`src/rtl/lockstep_miter.sv`:
```
// lockstep_miter: cycle-by-cycle gold/gate equivalence monitor with per-bit
// don't-care masking, a latency-absorbing alignment FIFO and sticky statistics.
module lockstep_miter #(
    parameter  int unsigned WIDTH        = 8,
    parameter  int unsigned LANES        = 4,
    parameter  int unsigned DEPTH        = 8,
    parameter  int unsigned CNT_W        = 16,
    parameter  bit          STOP_ON_FAIL = 1'b1,
    localparam int unsigned LW           = (LANES > 1) ? $clog2(LANES) : 1
) (
    input  logic                   clk,
    input  logic                   rst,
    input  logic                   start,
    input  logic                   clear,
    input  logic                   gold_valid,
    input  logic [LANES*WIDTH-1:0] gold_data,
    input  logic [LANES*WIDTH-1:0] gold_care,
    input  logic                   gate_valid,
    input  logic [LANES*WIDTH-1:0] gate_data,
    output logic                   busy,
    output logic                   halted,
    output logic                   fail,
    output logic [LANES-1:0]       fail_lane,
    output logic                   align_err,
    output logic [CNT_W-1:0]       sample_cnt,
    output logic [CNT_W-1:0]       mismatch_cnt,
    output logic [CNT_W-1:0]       first_idx,
    output logic [LW-1:0]          first_lane,
    output logic [WIDTH-1:0]       first_gold,
    output logic [WIDTH-1:0]       first_gate
);

    localparam int unsigned DW = LANES * WIDTH;
    localparam int unsigned AW = $clog2(DEPTH);

    typedef enum logic [1:0] {IDLE = 2'd0, RUN = 2'd1, HALT = 2'd2} state_t;

    state_t           state;
    state_t           next_state;
    logic [DW-1:0]    mem_data [DEPTH];
    logic [DW-1:0]    mem_care [DEPTH];
    logic [AW-1:0]    wr_ptr;
    logic [AW-1:0]    rd_ptr;
    logic [AW:0]      count;

    logic             in_run;
    logic             fifo_empty;
    logic             fifo_full;
    logic             push;
    logic             pop;
    logic             do_cmp;
    logic             any_fail;
    logic             align_hit;
    logic [DW-1:0]    cmp_gold;
    logic [DW-1:0]    cmp_care;
    logic [DW-1:0]    mism;
    logic [LANES-1:0] lane_fail;
    logic [LW-1:0]    fl_idx;
    logic [WIDTH-1:0] fl_gold;
    logic [WIDTH-1:0] fl_gate;

    // FIFO control, bypass selection, masked compare and lowest failing lane
    always_comb begin
        in_run     = (state == RUN) && !clear;
        fifo_empty = (count == '0);
        fifo_full  = (count == (AW+1)'(DEPTH));
        // Empty FIFO with both valids compares the incoming gold word directly
        do_cmp     = in_run && gate_valid && (!fifo_empty || gold_valid);
        pop        = in_run && gate_valid && !fifo_empty;
        push       = in_run && gold_valid && !(fifo_empty && gate_valid)
                     && (!fifo_full || gate_valid);
        align_hit  = in_run && ((gate_valid && fifo_empty && !gold_valid)
                     || (gold_valid && fifo_full && !gate_valid));
        cmp_gold   = fifo_empty ? gold_data : mem_data[rd_ptr];
        cmp_care   = fifo_empty ? gold_care : mem_care[rd_ptr];
        mism       = cmp_care & (cmp_gold ^ gate_data);
        lane_fail  = '0;
        for (int i = 0; i < int'(LANES); i++) begin
            lane_fail[i] = |mism[i*WIDTH +: WIDTH];
        end
        any_fail = do_cmp && (lane_fail != '0);
        fl_idx   = '0;
        for (int i = int'(LANES) - 1; i >= 0; i--) begin
            if (lane_fail[i]) fl_idx = LW'(i);
        end
        fl_gold = cmp_gold[fl_idx*WIDTH +: WIDTH];
        fl_gate = gate_data[fl_idx*WIDTH +: WIDTH];
    end

    // Session state transitions (clear priority is applied in the register)
    always_comb begin
        next_state = state;
        case (state)
            IDLE:    if (start) next_state = RUN;
            RUN:     if (any_fail && STOP_ON_FAIL) next_state = HALT;
            default: next_state = state;
        endcase
    end

    // Alignment FIFO storage; no reset needed since occupancy guards reads
    always_ff @(posedge clk) begin
        if (push) begin
            mem_data[wr_ptr] <= gold_data;
            mem_care[wr_ptr] <= gold_care;
        end
    end

    // State, FIFO pointers and sticky statistics
    always_ff @(posedge clk or negedge rst) begin
        if (!rst) begin
            state        <= IDLE;
            busy         <= 1'b0;
            halted       <= 1'b0;
            wr_ptr       <= '0;
            rd_ptr       <= '0;
            count        <= '0;
            fail         <= 1'b0;
            fail_lane    <= '0;
            align_err    <= 1'b0;
            sample_cnt   <= '0;
            mismatch_cnt <= '0;
            first_idx    <= '0;
            first_lane   <= '0;
            first_gold   <= '0;
            first_gate   <= '0;
        end else if (clear) begin
            state        <= IDLE;
            busy         <= 1'b0;
            halted       <= 1'b0;
            wr_ptr       <= '0;
            rd_ptr       <= '0;
            count        <= '0;
            fail         <= 1'b0;
            fail_lane    <= '0;
            align_err    <= 1'b0;
            sample_cnt   <= '0;
            mismatch_cnt <= '0;
            first_idx    <= '0;
            first_lane   <= '0;
            first_gold   <= '0;
            first_gate   <= '0;
        end else begin
            state  <= next_state;
            busy   <= (next_state == RUN);
            halted <= (next_state == HALT);
            if (push) wr_ptr <= wr_ptr + AW'(1);
            if (pop)  rd_ptr <= rd_ptr + AW'(1);
            if (push && !pop)      count <= count + (AW+1)'(1);
            else if (pop && !push) count <= count - (AW+1)'(1);
            if (align_hit) align_err <= 1'b1;
            if (do_cmp && (sample_cnt != {CNT_W{1'b1}})) begin
                sample_cnt <= sample_cnt + CNT_W'(1);
            end
            if (any_fail) begin
                if (mismatch_cnt != {CNT_W{1'b1}}) begin
                    mismatch_cnt <= mismatch_cnt + CNT_W'(1);
                end
                fail_lane <= fail_lane | lane_fail;
                if (!fail) begin
                    fail       <= 1'b1;
                    first_idx  <= sample_cnt;
                    first_lane <= fl_idx;
                    first_gold <= fl_gold;
                    first_gate <= fl_gate;
                end
            end
        end
    end

endmodule

```
`config.mk`:
```
export PLATFORM = sky130hd
export DESIGN_NAME = lockstep_miter
export DESIGN_NICKNAME = d
export VERILOG_FILES = /design/src/rtl/lockstep_miter.sv
export SDC_FILE = /design/constraint.sdc
export NUM_CORES = 1
export LEC_CHECK = 0
export BUFFER_PORTS_ARGS = -buffer_cell sky130_fd_sc_hd__buf_2
export CAP_MARGIN = 25
export CORE_ASPECT_RATIO = 1.4
export CORE_MARGIN = 3
export CORE_UTILIZATION = 40
export CTS_CLUSTER_DIAMETER = 50
export DETAILED_ROUTE_END_ITERATION = 8
export PLACE_DENSITY = 0.64
export SLEW_MARGIN = 20
export SYNTH_ARGS = -nofsm -noshare
export SYNTH_HDL_FRONTEND = slang
export SYNTH_SLANG_ARGS = --single-unit
```
`constraint.sdc`:
```
create_clock -name clk -period 9.6 [get_ports clk]
set_input_delay 1.92 -clock clk [delete_from_list [all_inputs] [get_ports clk]]
set_output_delay 1.92 -clock clk [all_outputs]
set_load 0.02 [all_outputs]
```
==> run metrics <==
clock buffer count from CTS=58; CTS tree=done; cell count of the worst hold path=2; area leader, netlist=edfxtp_1; IO buf count=175; largest fanout on the critical path=53; Largest stage delay, worst path=1.04 ns; post-synthesis share of cell area spent on xor and xnor gates=0.0207; routed via count divided by cell count=5.69; Final Wtd Congestion=0.877; overall die height=304 µm; commonest register cell after synthesis=edfxtp_1; Reg clk slew, reported paths=0.06 ns; capturing element type of the critical path=flip-flop; clock sink count=598; wire length reported by the detailed router=67600 µm; first-pass GRT wire length=99400 µm; vias post-DR=14600; first-pass iteration count of the detailed router=6; HPWL after DPL=43900 µm; insertion delay to the later sink of the worst-skew pair=0.62 ns; fraction of the mapped netlist area in simple logic gates=0.0555; most numerous cell types in the synthesized netlist=edfxtp_1 (512), mux2i_1 (124), mux4_2 (87); placed instance count=2448; outcome=complete, no violations; Final TNS setup=0 ns; effective utilization at floorplan=0.406; width of the die=219 µm; synth-to-layout area growth=14.3%; DRC violation count after routing=0; violation count after the first detailed-routing iteration=1186; type of element launching the critical path=flip-flop; Crit path required time=10.13 ns; net count after synthesis=1604; fraction of layout cells with a size suffix above 1=0.263; endpoint arrival time on the critical path=6.27 ns; Post-Syn Area=0.0254 mm²; pin slew with the least headroom to its limit=0.997 ns; cell-by-cell listing of the critical path=buf_4, buf_4, mux4_2, mux2i_1, a211oi_1, mux2i_1, o211ai_1, nor2_1, nand4_4, a21oi_4, a22oi_1, o21ai_0; pin count of the biggest net entering global routing=75; type of the setup path with the least slack=flip-flop to flip-flop; worst-case clock buffer depth=3; area share of the largest cell type after synthesis=0.606; clock root buffer=clkbuf_16; count of final setup violators=0; H-tree depth=2; Final min period=5.74 ns; number of cell instances on the worst register-to-register path=12; highest clock rate=174 MHz; main combinational cell family by area after synthesis=multiplexers; number of non-filler instances in the completed layout=2567; RSZ-0062 raised after global routing=no; sequential fraction of the synthesis area=0.691; average detailed-routed wire length per instance=26.3 µm; min-delay worst type=flip-flop to flip-flop; library cell with the highest instance count after synthesis=edfxtp_1; # Post-CTS Setup Buffers=0; floorplan die area=0.0665 mm²; number of antenna violations at the first check in global routing=18; number of gates given a new drive strength after cts=0; share of flip-flops with an asynchronous set or reset=0.144; global-route congestion overflow total=0; flip-flop and latch count after synthesis=598; VDD IR-drop max=142 µV; top cells by area, synth=edfxtp_1 (61%), dfrtp_1 (8.5%), mux4_2 (7.7%); post-synthesis adder-cell area fraction=0.00375; count of flip-flops with a built-in enable after synthesis=512; power density cells=207 mW/mm²; number of standard cells after synthesis=1495; nets=1793; gr usage total=0.202; Power, Total=6.00 mW; count of final hold-check violations=0; number of global-route vias before repair=14600; setup skew after layout=0.0291 ns; slowest cell on the critical path=dfrtp_4; Leak Pwr=9.89 nW; Synth Area in Compound Gates=0.0671; number of placed I/O pins=176; final period utilization=0.598; number of cell rows=108; remaining antenna violation count=0; final-report max-slew violation count=0; YS warnings=0; relative max-transition margin=0.335; max-cap check violation count=0; count of distinct cell types in the synthesized netlist=85; Synth Area per Inst=17.0 µm²; area of the core=0.0624 mm²; mux contribution to synthesized area=0.139; post-cts hold buffer count=0
[flip-flops by register name (all words and copies together) (netlist names), 2 cells and up]
register and cells:
count 4, fail_lane 4, first_gate 8, first_gold 8, first_idx 16, first_lane 2
mem_care 256, mem_data 256, mismatch_cnt 16, rd_ptr 3, sample_cnt 16, state 2
wr_ptr 3
[layer usage]
metal	vias to the layer above	part of all wire	GRT usage
li1	6344	-	-
met1	7512	0.40	0.267
met2	603	0.48	0.326
met3	130	0.085	0.0552
met4	12	0.030	0.0603
met5	-	0.0011	0
[final timing paths]
check | slack, ns | to | start
setup / recovery | 3.86 | first_gold[3]$_DFFE_PN0P_ | rd_ptr[0]$_DFFE_PN0P_
hold / removal | 0.50 | fail_lane[1]$_DFFE_PN0P_ | fail_lane[1]$_DFFE_PN0P_
setup reg to reg | 3.86 | first_gold[3]$_DFFE_PN0P_ | rd_ptr[0]$_DFFE_PN0P_
hold reg to reg | 0.50 | fail_lane[1]$_DFFE_PN0P_ | fail_lane[1]$_DFFE_PN0P_
max in group asynchronous | 7.55 | rd_ptr[2]$_DFFE_PN0P_ | rst
min in group asynchronous | 1.14 | halted$_DFF_PN0_ | rst
[layout by cell type, fill, tap and decap left out, types with 13 or more instances in the layout]
cell type | netlist | routed
a21oi_1 | 42 | 42
a22o_1 | 18 | 18
a22oi_1 | 34 | 34
a31o_2 | 14 | 14
and3_1 | 23 | 23
buf_2 | 25 | 174
buf_4 | 8 | 35
clkbuf_1 | 25 | 20
clkbuf_16 | 0 | 59
dfrtp_1 | 86 | 83
edfxtp_1 | 512 | 512
mux2_2 | 24 | 24
mux2i_1 | 124 | 124
mux4_2 | 87 | 87
nand2_1 | 58 | 58
nand3_1 | 25 | 25
nor2_1 | 75 | 73
o21ai_0 | 41 | 41
o21ai_1 | 13 | 13
or3_1 | 15 | 15
xnor2_1 | 27 | 27
xor2_1 | 33 | 33
[metrics by stage]
stage / cell area (µm²) / util / worst slack (ns) / hold slack [ns]
floorplan: 25400 / - / -0.0780 / 0.471
global placement: 27000 / 0.433 / 3.77 / 0.486
detailed placement: 27100 / 0.433 / 3.80 / 0.489
CTS: 28900 / 0.464 / 3.79 / 0.504
global route: 29000 / 0.464 / 3.41 / 0.528
finish: 29000 / 0.464 / 3.86 / 0.497
[power breakdown]
part	internal [mW]	switching (mW)
clock network	1.30	0.969
logic	0.284	0.563
registers	2.85	0.0379
[worst max-delay path: cells and delay by family, from the launching register on]
kind            cells  cell delay [ns]
compound gates      5             1.20
buf+inv             2             1.34
flops               1             1.04
mux                 3             0.99
simple gates        2             1.03
[cells by family after synthesis]
family | count (synthesis)
adders and majority gates | 7
AOI/OAI and AO/OA | 236
and+or+nand+nor | 266
buffers and inverters | 91
DFF | 598
xor gates and xnor gates | 60
muxes | 237
[area by class of cell]
type / instances / area [µm²]
Tap cell: 825 / 1030
Antenna cell: 11 / 27.5
Clock inverter: 21 / 238
Multi-Input combinational cell: 806 / 7310
Inverter: 10 / 37.5
Clock buffer: 86 / 1650
Sequential cell: 598 / 17500
Fill cell: 5342 / 33400
Timing Repair Buffer: 210 / 1160
No activity file was read; power rests on OpenSTA's default activity.
